===== config.mk =====
export PLATFORM = sky130hd
export DESIGN_NAME = cnn_window_gen
export DESIGN_NICKNAME = d
export VERILOG_FILES = /design/src/rtl/cnn_window_gen.sv
export SDC_FILE = /design/constraint.sdc
export NUM_CORES = 1
export LEC_CHECK = 0
export ABC_CLOCK_PERIOD_IN_PS = 2460
export BUFFER_PORTS_ARGS = -buffer_cell sky130_fd_sc_hd__buf_2
export CORE_MARGIN = 5
export CORE_UTILIZATION = 43
export DETAILED_ROUTE_END_ITERATION = 8
export PLACE_DENSITY = 0.63
export SLEW_MARGIN = 20
export SYNTH_ARGS = -nofsm -noshare
export SYNTH_HDL_FRONTEND = slang
export SYNTH_SLANG_ARGS = --single-unit

===== constraint.sdc =====
create_clock -name clk -period 2.46 [get_ports clk]
set_input_delay 0.123 -clock clk [delete_from_list [all_inputs] [get_ports clk]]
set_output_delay 0.123 -clock clk [all_outputs]
set_load 0.1 [all_outputs]

===== src/rtl/cnn_window_gen.sv =====
// Raster-stream KxK sliding-window generator feeding the convolution engine.
// Optional define CNN_WINGEN_SOF_ERR_EN adds a sof_err pulse for sof arriving mid-frame.
module cnn_window_gen #(
   parameter int KERNEL = 3,
   parameter int N      = 4,
   parameter int IMG_W  = 8,
   parameter int IMG_H  = 8
) (
   input  logic                       clk,
   input  logic                       rst,
   input  logic [N-1:0]               pix_in,
   input  logic                       pix_valid,
   input  logic                       sof,
   output logic [KERNEL*KERNEL*N-1:0] data2conv,
   output logic                       en_out,
   output logic                       frame_done
`ifdef CNN_WINGEN_SOF_ERR_EN
   ,
   output logic                       sof_err
`endif
);

   localparam int WW = KERNEL * KERNEL * N;
   localparam int CW = (IMG_W > 1) ? $clog2(IMG_W) : 1;
   localparam int RW = (IMG_H > 1) ? $clog2(IMG_H) : 1;
   localparam int LB = (KERNEL > 1) ? KERNEL - 1 : 1;

   typedef enum logic [1:0] {IDLE, FILL, RUN} state_t;

   state_t         state;
   logic [CW-1:0]  col, ec;
   logic [RW-1:0]  row, er;
   logic [WW-1:0]  win, win_next;
   logic [N-1:0]   line_buf [LB][IMG_W];
   logic           emit, last_pix;

   // sof relocates the accepted pixel to (0,0) before any position-based decision
   assign ec       = sof ? '0 : col;
   assign er       = sof ? '0 : row;
   assign last_pix = (ec == CW'(IMG_W - 1)) && (er == RW'(IMG_H - 1));
   assign emit     = pix_valid && (int'(er) >= KERNEL - 1) && (int'(ec) >= KERNEL - 1);

   always_comb begin
      win_next = win;
      for (int unsigned r = 0; r < KERNEL; r++) begin
         for (int unsigned c = 0; c + 1 < KERNEL; c++) begin
            win_next[(r*KERNEL+c)*N +: N] = win[(r*KERNEL+c+1)*N +: N];
         end
      end
      for (int unsigned r = 0; r + 1 < KERNEL; r++) begin
         win_next[(r*KERNEL+KERNEL-1)*N +: N] = line_buf[KERNEL-2-r][ec];
      end
      win_next[((KERNEL-1)*KERNEL+KERNEL-1)*N +: N] = pix_in;
   end

   generate
      if (KERNEL > 1) begin : g_lb
         always_ff @(posedge clk) begin
            if (pix_valid) begin
               line_buf[0][ec] <= pix_in;
               for (int unsigned i = 1; i + 1 < KERNEL; i++) begin
                  line_buf[i][ec] <= line_buf[i-1][ec];
               end
            end
         end
      end
   endgenerate

   always_ff @(posedge clk or posedge rst) begin
      if (rst) begin
         col   <= '0;
         row   <= '0;
         state <= IDLE;
      end else if (pix_valid) begin
         if (ec == CW'(IMG_W - 1)) begin
            col <= '0;
            row <= (er == RW'(IMG_H - 1)) ? '0 : er + 1'b1;
         end else begin
            col <= ec + 1'b1;
            row <= er;
         end
         if (sof || state == IDLE)
            state <= (KERNEL == 1) ? RUN : FILL;
         else if (state == FILL && int'(er) == KERNEL - 1)
            state <= RUN;
         else if (state == RUN && last_pix && KERNEL > 1)
            state <= FILL;
      end
   end

   always_ff @(posedge clk or posedge rst) begin
      if (rst) begin
         win        <= '0;
         data2conv  <= '0;
         en_out     <= 1'b0;
         frame_done <= 1'b0;
      end else begin
         en_out     <= emit;
         frame_done <= emit && last_pix;
         if (pix_valid) win <= win_next;
         if (emit) data2conv <= win_next;
      end
   end

`ifdef CNN_WINGEN_SOF_ERR_EN
   always_ff @(posedge clk or posedge rst) begin
      if (rst) sof_err <= 1'b0;
      else     sof_err <= pix_valid && sof && (col != '0 || row != '0) && state != IDLE;
   end
`endif

endmodule

==> results_tabular.tex <==
\begin{tabular}{lr}
\hline
Metric & Value \\
\hline
\multicolumn{2}{l}{\textbf{Synthesis}} \\
Post-synthesis instance total & 347 \\
Portion of the post-synthesis area used by sequential elements & 0.6887 \\
Per-instance average area after synthesis & 15.16 um2 \\
Ys Warns & 0 \\
Post-synthesis instance area & 0.005261 mm2 \\
Number of nets produced by synthesis & 361 \\
Flops \& latches, synth & 132 \\
Number of library cell types mapped by synthesis & 35 \\
\multicolumn{2}{l}{\textbf{Detailed routing}} \\
Total vias in the final route & 2997 \\
Residual antenna-violating net count after detailed routing & 0 \\
Number of DRC violations after detailed routing & 0 \\
Detail-routed via count per cell & 5.258 \\
Drt wl/cell & 17.69 um \\
Wire length reported by the detailed router & 10.08 mm \\
Drt first pass iters & 4 \\
Count of routing violations after the opening detailed-route iteration & 190 \\
\multicolumn{2}{l}{\textbf{Worst setup path}} \\
Critical path, cell by cell & nor2b\_1 -> ha\_1 -> a21boi\_0 -> nor3\_4 -> buf\_12 -> mux2\_2 \\
Maximum fanout along the worst path & 46 \\
Stage delay of the slowest cell on the critical path & 450 ps \\
Cell family contributing the most delay on the critical path & simple AND/OR/NAND/NOR gates \\
Endpoint type of the worst setup path & flop \\
CP max stage cell & sky130\_fd\_sc\_hd\_\_dfrtp\_1 \\
Launch point of the worst path & col[1]\$\_DFFE\_PP0P\_ \\
Buffers plus inverters on the worst setup path & 1 \\
Data arrival, critical path & 2370 ps \\
Startpoint-to-endpoint class of the critical path & reg2reg \\
Worst path required time & 2750 ps \\
Origin of the critical flop-to-flop path & col[1]\$\_DFFE\_PP0P\_ \\
Critical path startpoint category & flop \\
\multicolumn{2}{l}{\textbf{Flow run}} \\
Max capacitance violation total & 0 \\
\multicolumn{2}{l}{\textbf{Clock tree}} \\
Maximum buffer depth of the clock tree & 2 \\
Post-cts sizing count & 0 \\
Clk Tree Root Cell & sky130\_fd\_sc\_hd\_\_clkbuf\_16 \\
Clock latency at the later pin of the worst-skew pair & 410 ps \\
TritonCTS Buffers & 17 \\
CTS H-tree lvls & 4 \\
Clock tree from TritonCTS & built \\
Clock Sink Count & 132 \\
CTS clock-pin slew for the worst setup and hold paths & 50 ps \\
\multicolumn{2}{l}{\textbf{GRT}} \\
Largest net degree at the start of global routing & 47 \\
Total global-route track usage & 0.1517 \\
Total congestion overflow & 0 \\
Antenna violations before repair & 0 \\
Number of global-route vias before repair & 3174 \\
Wire length of the first global-routing pass & 16.72 mm \\
\multicolumn{2}{l}{\textbf{Layout}} \\
Antenna fix cells & 0 \\
Signed area change from the synthesized netlist to the final layout & 18.79\% \\
Most common cell after layout, fill and taps aside & sky130\_fd\_sc\_hd\_\_dfrtp\_1 \\
Nets & 425 \\
Final design utilization & 0.5203 \\
Number of cells in the finished layout apart from fillers & 570 \\
Proportion of layout cells with a drive suffix above 1 & 0.3310 \\
Most used cells in the layout excluding fill and tap cells & sky130\_fd\_sc\_hd\_\_dfrtp\_1 (68), sky130\_fd\_sc\_hd\_\_edfxtp\_1 (64), sky130\_fd\_sc\_hd\_\_mux2\_2 (48), sky130\_fd\_sc\_hd\_\_buf\_2 (45), sky130\_fd\_sc\_hd\_\_nor2\_1 (29) \\
\multicolumn{2}{l}{\textbf{Power}} \\
Static power due to leakage & 2.749 nW \\
Power Total & 5.194 mW \\
VDD IR max & 0.4781 mV \\
Power density relative to cell area & 831.0 mW/mm2 \\
\multicolumn{2}{l}{\textbf{Die}} \\
Die Wd & 120.6 um \\
Core footprint & 0.01201 mm2 \\
Effective utilization at floorplan & 0.4380 \\
Number of standard-cell rows in the floorplan & 40 \\
Area of the die & 0.01455 mm2 \\
Die Ht & 120.6 um \\
Count of boundary I/O pins & 46 \\
\multicolumn{2}{l}{\textbf{Timing}} \\
Unrepaired setup endpoints after global routing & no \\
Worst-case setup margin in the final layout & 382.3 ps \\
Clock Skews & 7.407 ps \\
Relative slew slack & 0.6099 \\
Count of final max-slew check failures & 0 \\
Final setup TNS & 0 ps \\
Setup violation total in the final timing report & 0 \\
Final critical-path required period & 2078 ps \\
Worst Tran Pin Value & 584.3 ps \\
Max frequency & 481.3 MHz \\
Final Hold Violating Endpoints & 0 \\
Share of the cycle needed by the critical path after routing & 0.8446 \\
\multicolumn{2}{l}{\textbf{Placed design}} \\
Placed cells & 538 \\
DP HPWL & 6.696 mm \\
Post-place setup slack & 393.3 ps \\
Final RePlAce weighted congestion & 0.8059 \\
Number of input and output port buffers inserted & 45 \\
\multicolumn{2}{l}{\textbf{Hold path}} \\
Worst min path class & in2reg \\
Hold Path Origin & pix\_in[1] \\
\multicolumn{2}{l}{\textbf{Run status}} \\
Run status & complete, no violations \\
\hline
\end{tabular}
[Yosys cell counts]
library cell / n / share of area
sky130_fd_sc_hd__a31oi_1: 8 / 0.0095
sky130_fd_sc_hd__a211oi_2: 1 / 0.0024
sky130_fd_sc_hd__o21a_1: 1 / 0.0014
sky130_fd_sc_hd__ha_1: 6 / 0.014
sky130_fd_sc_hd__o22ai_1: 8 / 0.0095
sky130_fd_sc_hd__and3_1: 1 / 0.0012
sky130_fd_sc_hd__clkbuf_2: 1 / 0.00095
sky130_fd_sc_hd__nor2b_1: 4 / 0.0048
sky130_fd_sc_hd__o21ai_0: 8 / 0.0076
sky130_fd_sc_hd__edfxtp_1: 64 / 0.37
sky130_fd_sc_hd__a21oi_1: 12 / 0.011
sky130_fd_sc_hd__mux2i_1: 20 / 0.038
sky130_fd_sc_hd__nand2_1: 10 / 0.0071
sky130_fd_sc_hd__a32o_1: 1 / 0.0019
sky130_fd_sc_hd__buf_2: 6 / 0.0057
sky130_fd_sc_hd__a22o_1: 2 / 0.0033
sky130_fd_sc_hd__nor3_4: 1 / 0.0031
sky130_fd_sc_hd__buf_6: 5 / 0.011
sky130_fd_sc_hd__mux2_2: 48 / 0.10
sky130_fd_sc_hd__nand2b_1: 5 / 0.0059
sky130_fd_sc_hd__inv_1: 11 / 0.0078
sky130_fd_sc_hd__mux2_1: 1 / 0.0021
sky130_fd_sc_hd__nor2_1: 29 / 0.021
sky130_fd_sc_hd__and2_1: 1 / 0.0012
sky130_fd_sc_hd__a21boi_0: 1 / 0.0014
sky130_fd_sc_hd__or2_2: 1 / 0.0012
sky130_fd_sc_hd__o31ai_1: 1 / 0.0014
sky130_fd_sc_hd__clkbuf_1: 4 / 0.0029
sky130_fd_sc_hd__nor3_1: 1 / 0.00095
sky130_fd_sc_hd__or3b_1: 2 / 0.0033
sky130_fd_sc_hd__a221oi_1: 4 / 0.0067
sky130_fd_sc_hd__a2111oi_2: 3 / 0.0086
sky130_fd_sc_hd__nand3b_1: 7 / 0.010
sky130_fd_sc_hd__buf_4: 1 / 0.0014
sky130_fd_sc_hd__dfrtp_1: 68 / 0.32
[area by class of cell]
| class | count | area, um2 |
|---|---|---|
| Clock buffer | 27 | 504.2 |
| Clock inverter | 4 | 21.27 |
| Fill cell | 1024 | 5762 |
| Inverter | 11 | 41.29 |
| Multi-Input combinational cell | 187 | 1483 |
| Sequential cell | 132 | 3623 |
| Tap cell | 147 | 183.9 |
| Timing Repair Buffer | 62 | 392.9 |
[worst reg2reg max path, delay by kind of cell (launching register included)]
kind	cells	cell delay, ps
adder cells (fa/ha/maj)	1	230
AO/OA/AOI/OAI	1	150
flip-flops	1	450
AND/OR/NAND/NOR	2	490
buffers and inverters	1	270
multiplexers	1	380
[cells by family (layout without fill, tap and decap cells)]
family	count (synthesis)	in the layout	synth area share
and+or+nand+nor	62	62	0.05945
AOI/OAI and AO/OA	50	50	0.06516
muxes	69	69	0.1429
buffers and inverters	28	104	0.02949
adders and majority gates	6	6	0.01427
DFF	132	132	0.6887
[power by group]
group,internal (mW),switching (mW)
Sequential,2.46,0.0639
Clock,1.39,0.847
Combinational,0.170,0.259
[flip-flops by register name (all words and copies together), names as in the netlist]
signal and flops:
col 3, data2conv 36, en_out 1, frame_done 1
line_buf 64, row 3, win 24
[routing by layer]
metal | GRT usage | wire (um)
met2 | 0.2389 | 4996
met3 | 0.04630 | 415
met1 | 0.1947 | 4492
met5 | 0 | 0
met4 | 0.06516 | 176
[worst paths after layout]
kind                                        endpoint  slack [ps]  depth (start not counted)
hold reg to reg            data2conv[27]$_DFFE_PP0P_         500                          1
setup reg to reg           data2conv[24]$_DFFE_PP0P_         380                          6
min in group asynchronous  data2conv[18]$_DFFE_PP0P_         350                          3
max in group asynchronous   data2conv[8]$_DFFE_PP0P_        1490                          4
hold / removal             line_buf[0][25]$_DFFE_PP_          50                          1
setup / recovery           data2conv[24]$_DFFE_PP0P_         380                          6
[what timing repair did]
action                                  CTS  global route
hold buffers                              1             0
endpoints found under the hold margin    27             0
setup buffers                             0             0
endpoints found under the setup margin    0             0
[through the flow]
step | instance area, um2 | hold WS (ps)
after floorplan | 5261 | 221.9
after global placement | 5714 | 213.9
after detailed placement | 5714 | 217.6
after CTS | 6250 | 36.46
after global routing | 6250 | 60.80
final | 6250 | 45.40
No activity file was read; power rests on OpenSTA's default activity.
